===== src/rtl/jram_arbiter.sv =====
`default_nettype none
// ============================================================================
// Module   : jram_arbiter
// Purpose  : Two-port round-robin arbiter and strobe sequencer for the 256x8
//            jRAM block (MAR load via bas/wsa, then write via bis/ws or read
//            via we/bos). Optional macro JRAM_ARB_MAR_CACHE_EN skips the MAR
//            load when the granted address already sits in the RAM's MAR.
// Revision : 1.0  initial release
// ============================================================================
module jram_arbiter #(
  parameter int AW = 8,
  parameter int DW = 8
) (
  input  logic          clk,
  input  logic          reset,
  input  logic          req0_valid,
  input  logic          req0_write,
  input  logic [AW-1:0] req0_addr,
  input  logic [DW-1:0] req0_wdata,
  output logic          req0_ready,
  output logic          req0_done,
  output logic [DW-1:0] req0_rdata,
  input  logic          req1_valid,
  input  logic          req1_write,
  input  logic [AW-1:0] req1_addr,
  input  logic [DW-1:0] req1_wdata,
  output logic          req1_ready,
  output logic          req1_done,
  output logic [DW-1:0] req1_rdata,
  output logic [AW-1:0] bas,
  output logic          wsa,
  output logic [DW-1:0] bis,
  output logic          ws,
  output logic          we,
  input  logic [DW-1:0] bos
);

  localparam logic [2:0] S_IDLE   = 3'd0;
  localparam logic [2:0] S_SETA   = 3'd1;
  localparam logic [2:0] S_HOLD   = 3'd2;
  localparam logic [2:0] S_ACCESS = 3'd3;
  localparam logic [2:0] S_RESP   = 3'd4;

  logic [2:0]    r_state;
  logic          r_prio;     // port that wins when both request together
  logic          r_port;
  logic          r_write;
  logic [AW-1:0] r_addr;
  logic [DW-1:0] r_wdata;
  logic [DW-1:0] r_rdata0;
  logic [DW-1:0] r_rdata1;

  logic          w_any;
  logic          w_gnt_port;
  logic          w_grant;
  logic [AW-1:0] w_gnt_addr;
  logic          w_hit;

  assign w_any      = req0_valid | req1_valid;
  assign w_gnt_port = (req0_valid & req1_valid) ? r_prio : req1_valid;
  assign w_grant    = (r_state == S_IDLE) & w_any & ~reset;
  assign w_gnt_addr = w_gnt_port ? req1_addr : req0_addr;

`ifdef JRAM_ARB_MAR_CACHE_EN
  logic [AW-1:0] r_mar_addr;
  logic          r_mar_valid;

  assign w_hit = r_mar_valid & (w_gnt_addr == r_mar_addr);

  // Shadow of the RAM's MAR; it changes only when SETA drives wsa.
  always_ff @(posedge clk) begin
    if (reset) begin
      r_mar_addr  <= '0;
      r_mar_valid <= 1'b0;
    end else if (r_state == S_SETA) begin
      r_mar_addr  <= r_addr;
      r_mar_valid <= 1'b1;
    end
  end
`else
  assign w_hit = 1'b0;
`endif

  always_ff @(posedge clk) begin
    if (reset) begin
      r_state  <= S_IDLE;
      r_prio   <= 1'b0;
      r_port   <= 1'b0;
      r_write  <= 1'b0;
      r_addr   <= '0;
      r_wdata  <= '0;
      r_rdata0 <= '0;
      r_rdata1 <= '0;
    end else begin
      case (r_state)
        S_IDLE: begin
          if (w_grant) begin
            r_port  <= w_gnt_port;
            r_prio  <= ~w_gnt_port;
            r_write <= w_gnt_port ? req1_write : req0_write;
            r_addr  <= w_gnt_addr;
            r_wdata <= w_gnt_port ? req1_wdata : req0_wdata;
            r_state <= w_hit ? S_ACCESS : S_SETA;
          end
        end
        S_SETA:   r_state <= S_HOLD;
        S_HOLD:   r_state <= S_ACCESS;
        S_ACCESS: begin
          if (!r_write) begin
            if (r_port) r_rdata1 <= bos;
            else        r_rdata0 <= bos;
          end
          r_state <= S_RESP;
        end
        S_RESP:   r_state <= S_IDLE;
        default:  r_state <= S_IDLE;
      endcase
    end
  end

  assign req0_ready = w_grant & ~w_gnt_port;
  assign req1_ready = w_grant &  w_gnt_port;
  assign req0_done  = (r_state == S_RESP) & ~r_port & ~reset;
  assign req1_done  = (r_state == S_RESP) &  r_port & ~reset;
  assign req0_rdata = r_rdata0;
  assign req1_rdata = r_rdata1;

  // Strobes decode straight from state so wsa, ws and we can never overlap.
  assign bas = ((r_state == S_SETA) || (r_state == S_HOLD)) ? r_addr : '0;
  assign wsa = (r_state == S_SETA);
  assign ws  = (r_state == S_ACCESS) &  r_write;
  assign we  = (r_state == S_ACCESS) & ~r_write;
  assign bis = ((r_state == S_ACCESS) && r_write) ? r_wdata : '0;

endmodule
`default_nettype wire


===== config.mk =====
export PLATFORM = sky130hd
export DESIGN_NAME = jram_arbiter
export DESIGN_NICKNAME = d
export VERILOG_FILES = /design/src/rtl/jram_arbiter.sv
export SDC_FILE = /design/constraint.sdc
export NUM_CORES = 1
export LEC_CHECK = 0
export ABC_AREA = 1
export CAP_MARGIN = 20
export CORE_MARGIN = 2
export CORE_UTILIZATION = 30
export CTS_CLUSTER_DIAMETER = 60
export DETAILED_ROUTE_END_ITERATION = 8
export HOLD_SLACK_MARGIN = 0.08
export SETUP_SLACK_MARGIN = 0.4
export SLEW_MARGIN = 20
export SYNTH_ARGS = -nofsm -noshare
export SYNTH_HDL_FRONTEND = slang
export SYNTH_SLANG_ARGS = --single-unit

===== constraint.sdc =====
create_clock -name clk -period 1.2 [get_ports clk]
set_input_delay 0.12 -clock clk [delete_from_list [all_inputs] [get_ports clk]]
set_output_delay 0.12 -clock clk [all_outputs]
set_load 0.01 [all_outputs]

==> flow_metrics.tcl <==
set metrics [dict create \
    run_status "finished with violations" \
    violations "setup timing" \
    grt_max_degree 21 \
    synth_top_family_by_area "simple AND/OR/NAND/NOR gates" \
    ir_drop_v 0.000493 \
    regArea_um2 793 \
    first_pass_iters 4 \
    cts_buffers 5 \
    initial_core_util_pct 31.0 \
    synth.distinct_cells 24 \
    drc 0 \
    yosys.area_share.simple_pct 42.2 \
    gp_congestion 0.777 \
    p_comb_share_pct 34.7 \
    n_fill_cell 575 \
    routed_wirelength_um 6650 \
    period_share_pct 136 \
    die_area_um2 7230 \
    finish.utilization_pct 59.7 \
    clkTransAtPathRegs_ns 0.07 \
    intPower_uw 2360 \
    cp_slowest_cell "dfxtp_4" \
    synth_compound_area_share_pct 5.71 \
    hp-class "input port to flop" \
    ios 85 \
    syn_area_per_cell_um2 6.64 \
    start_kind "flop" \
    multi_input_area_um2 1230 \
    max_cap_violations 0 \
    rows 29 \
    nNetsFinal 481 \
    cts_root_buf "clkbuf_8" \
    finalSetupViolCount 59 \
    grt.overflow.total 0 \
    cts_hold_buf 0 \
    synthCells 297 \
    clock_path_buffers 2 \
    slew_viol_final 0 \
    drtIter0Drc 70 \
    fin_cells 512 \
    drive_above_1_share_pct 43.7 \
    htreeDepth 2 \
    power.leakage_uw 0.00166 \
    fin_skew_ns 0.00691 \
    place_hpwl_um 4250 \
    final.setup.worst_slack_ns -0.430 \
    synth-adder-area-share_pct 0 \
    timing.final.crit_period_ns 1.63 \
    die_y_um 85.1 \
    arrival_ns 1.51 \
    dpl_worst_slack_ns -0.548 \
    layout_common_cells "buf_6, nand2_1, inv_1" \
    viasPerCell 4.45 \
    first_global_vias 2239 \
    hold_viol_final 0 \
    placed_cells 474 \
    ys_seq_area_share_pct 38.6 \
    grt_setup_unrepaired "true" \
    clkPwrFrac_pct 24.5 \
    synth_fp_nets 343 \
    vias 2280 \
    hold_depth 3 \
    ys_ff_latch 38 \
    netSwitchingFraction_pct 30.5 \
    cp.required_ns 1.08 \
    synth.area.mux_share_pct 0 \
    antenna_found_initial 0 \
    path_max_fanout 4 \
    seq_power_share_pct 40.8 \
    routedWlPerCell_um 13.0 \
    crit_path_end_kind "primary output" \
    cts_tree "done" \
    synth_warnings 0 \
    fmax_mhz 614 \
    die_x_um 85.1 \
    area_growth_pct 92.4 \
    synth_xor_area_share_pct 0 \
    crit_path_cell_trace "nor2_4, inv_2, o21ai_4, clkinv_4, buf_6, nor2_4, buf_6" \
    relSlewSlack_pct 81.1 \
    coreArea_um2 6350 \
    port_buffers 84 \
    cts_sinks 38 \
    slowest_delay_ns 0.37 \
    drtAntennaViolNets 0 \
    layout_commonest_cell "buf_6" \
    tightestPinTransition_ns 0.284 \
    path_class "flop to primary output" \
    clk_latency_ns 0.28 \
    grt_pass1_wl_um 10700 \
    syn_area_um2 1970 \
    switching_power_uw 1040 \
    grt_usage_pct 18.6 \
    antenna_cells 0 \
    r2r_cells 10 \
    power.density_nw_per_um2 896 \
]
Yosys cell counts:
master | number | area share [%]
a211oi_1 | 1 | 0.38
a21oi_1 | 18 | 4.6
buf_1 | 1 | 0.19
buf_2 | 3 | 0.76
buf_4 | 1 | 0.38
buf_6 | 2 | 1.1
clkbuf_1 | 4 | 0.76
clkinv_1 | 2 | 0.38
dfxtp_1 | 38 | 39
inv_1 | 51 | 9.7
inv_2 | 1 | 0.19
nand2_1 | 59 | 11
nand2_2 | 3 | 0.95
nand2_4 | 1 | 0.57
nand3_1 | 19 | 4.8
nand3_2 | 1 | 0.51
nand3_4 | 1 | 0.89
nand3b_1 | 25 | 9.5
nor2_1 | 59 | 11
nor2_2 | 1 | 0.32
nor2_4 | 1 | 0.57
nor2_8 | 1 | 1.0
nor3_2 | 1 | 0.51
o21ai_0 | 3 | 0.76
registers in the layout, indices dropped and copies added (netlist names):
register / count
r_addr: 8
r_port: 1
r_prio: 1
r_state: 3
r_wdata: 8
r_write: 1
req0_rdata: 8
req1_rdata: 8
power by group through the flow:
stage               Clock (uW)  Combinational, uW  Sequential [uW]
detailed placement           0                797             1410
floorplan                    0                410             1410
finish                     832               1180             1390
CTS                        849               1080             1380
global placement             0                788             1400
global route               909               1270             1400
what timing repair did:
action,in CTS,in global routing
setup endpoints to repair,77,77
gates resized for setup,264,21
hold endpoints to repair,0,0
cloned,3,1
buffers inserted,24,3
pin swaps,20,8
final cells by class:
class,count,area share [%]
Timing Repair Buffer,140,36.1
Multi-Input combinational cell,195,32.4
Sequential cell,38,20.9
Inverter,54,5.74
Tap cell,77,2.54
Clock buffer,5,1.82
Clock inverter,2,0.264
Timing Repair inverter,1,0.231
final timing paths:
| kind | start | to | slack, ns |
|---|---|---|---|
| worst min register to register | r_wdata[3] | r_wdata[3] | 0.46 |
| worst min-delay path | bos[1] | req0_rdata[1] | 0.46 |
| worst max-delay path | r_state[0] | bas[3] | -0.43 |
| worst max register to register | r_state[0] | r_addr[2] | -0.42 |
layer usage:
| metal | wire, um | vias to the layer above | global-route usage [%] | part of all wire [%] |
|---|---|---|---|---|
| met3 | 256 | 14 | 3.02 | 3.8 |
| met1 | 2860 | 1037 | 23.0 | 43 |
| met5 | 0 | - | 0 | 0 |
| li1 | - | 1178 | - | - |
| met4 | 161 | 0 | 7.50 | 2.4 |
| met2 | 3370 | 51 | 32.0 | 51 |
critical path: cells and delay by family, from the launching register on:
family	cells	cell delay, ns
AO/OA/AOI/OAI	1	0.24
flip-flops	1	0.37
AND/OR/NAND/NOR	2	0.19
buffers and inverters	4	0.43
logic make-up (layout without fill, tap and decap cells):
group,Yosys count,count (layout)
buf+inv,65,202
simple gates,172,173
flops,38,38
compound gates,22,22
metrics by stage:
stage               power [uW]  area (um^2)  setup TNS, ns  hold slack, ns
floorplan                 1820         2090              0           0.255
global placement          2190         3160         -15.61           0.451
detailed placement        2200         3160         -16.15           0.454
CTS                       3310         3680         -15.23           0.406
global route              3580         3790         -22.02           0.474
finish                    3400         3790         -18.23           0.458
(Power assumes the default switching activity.)
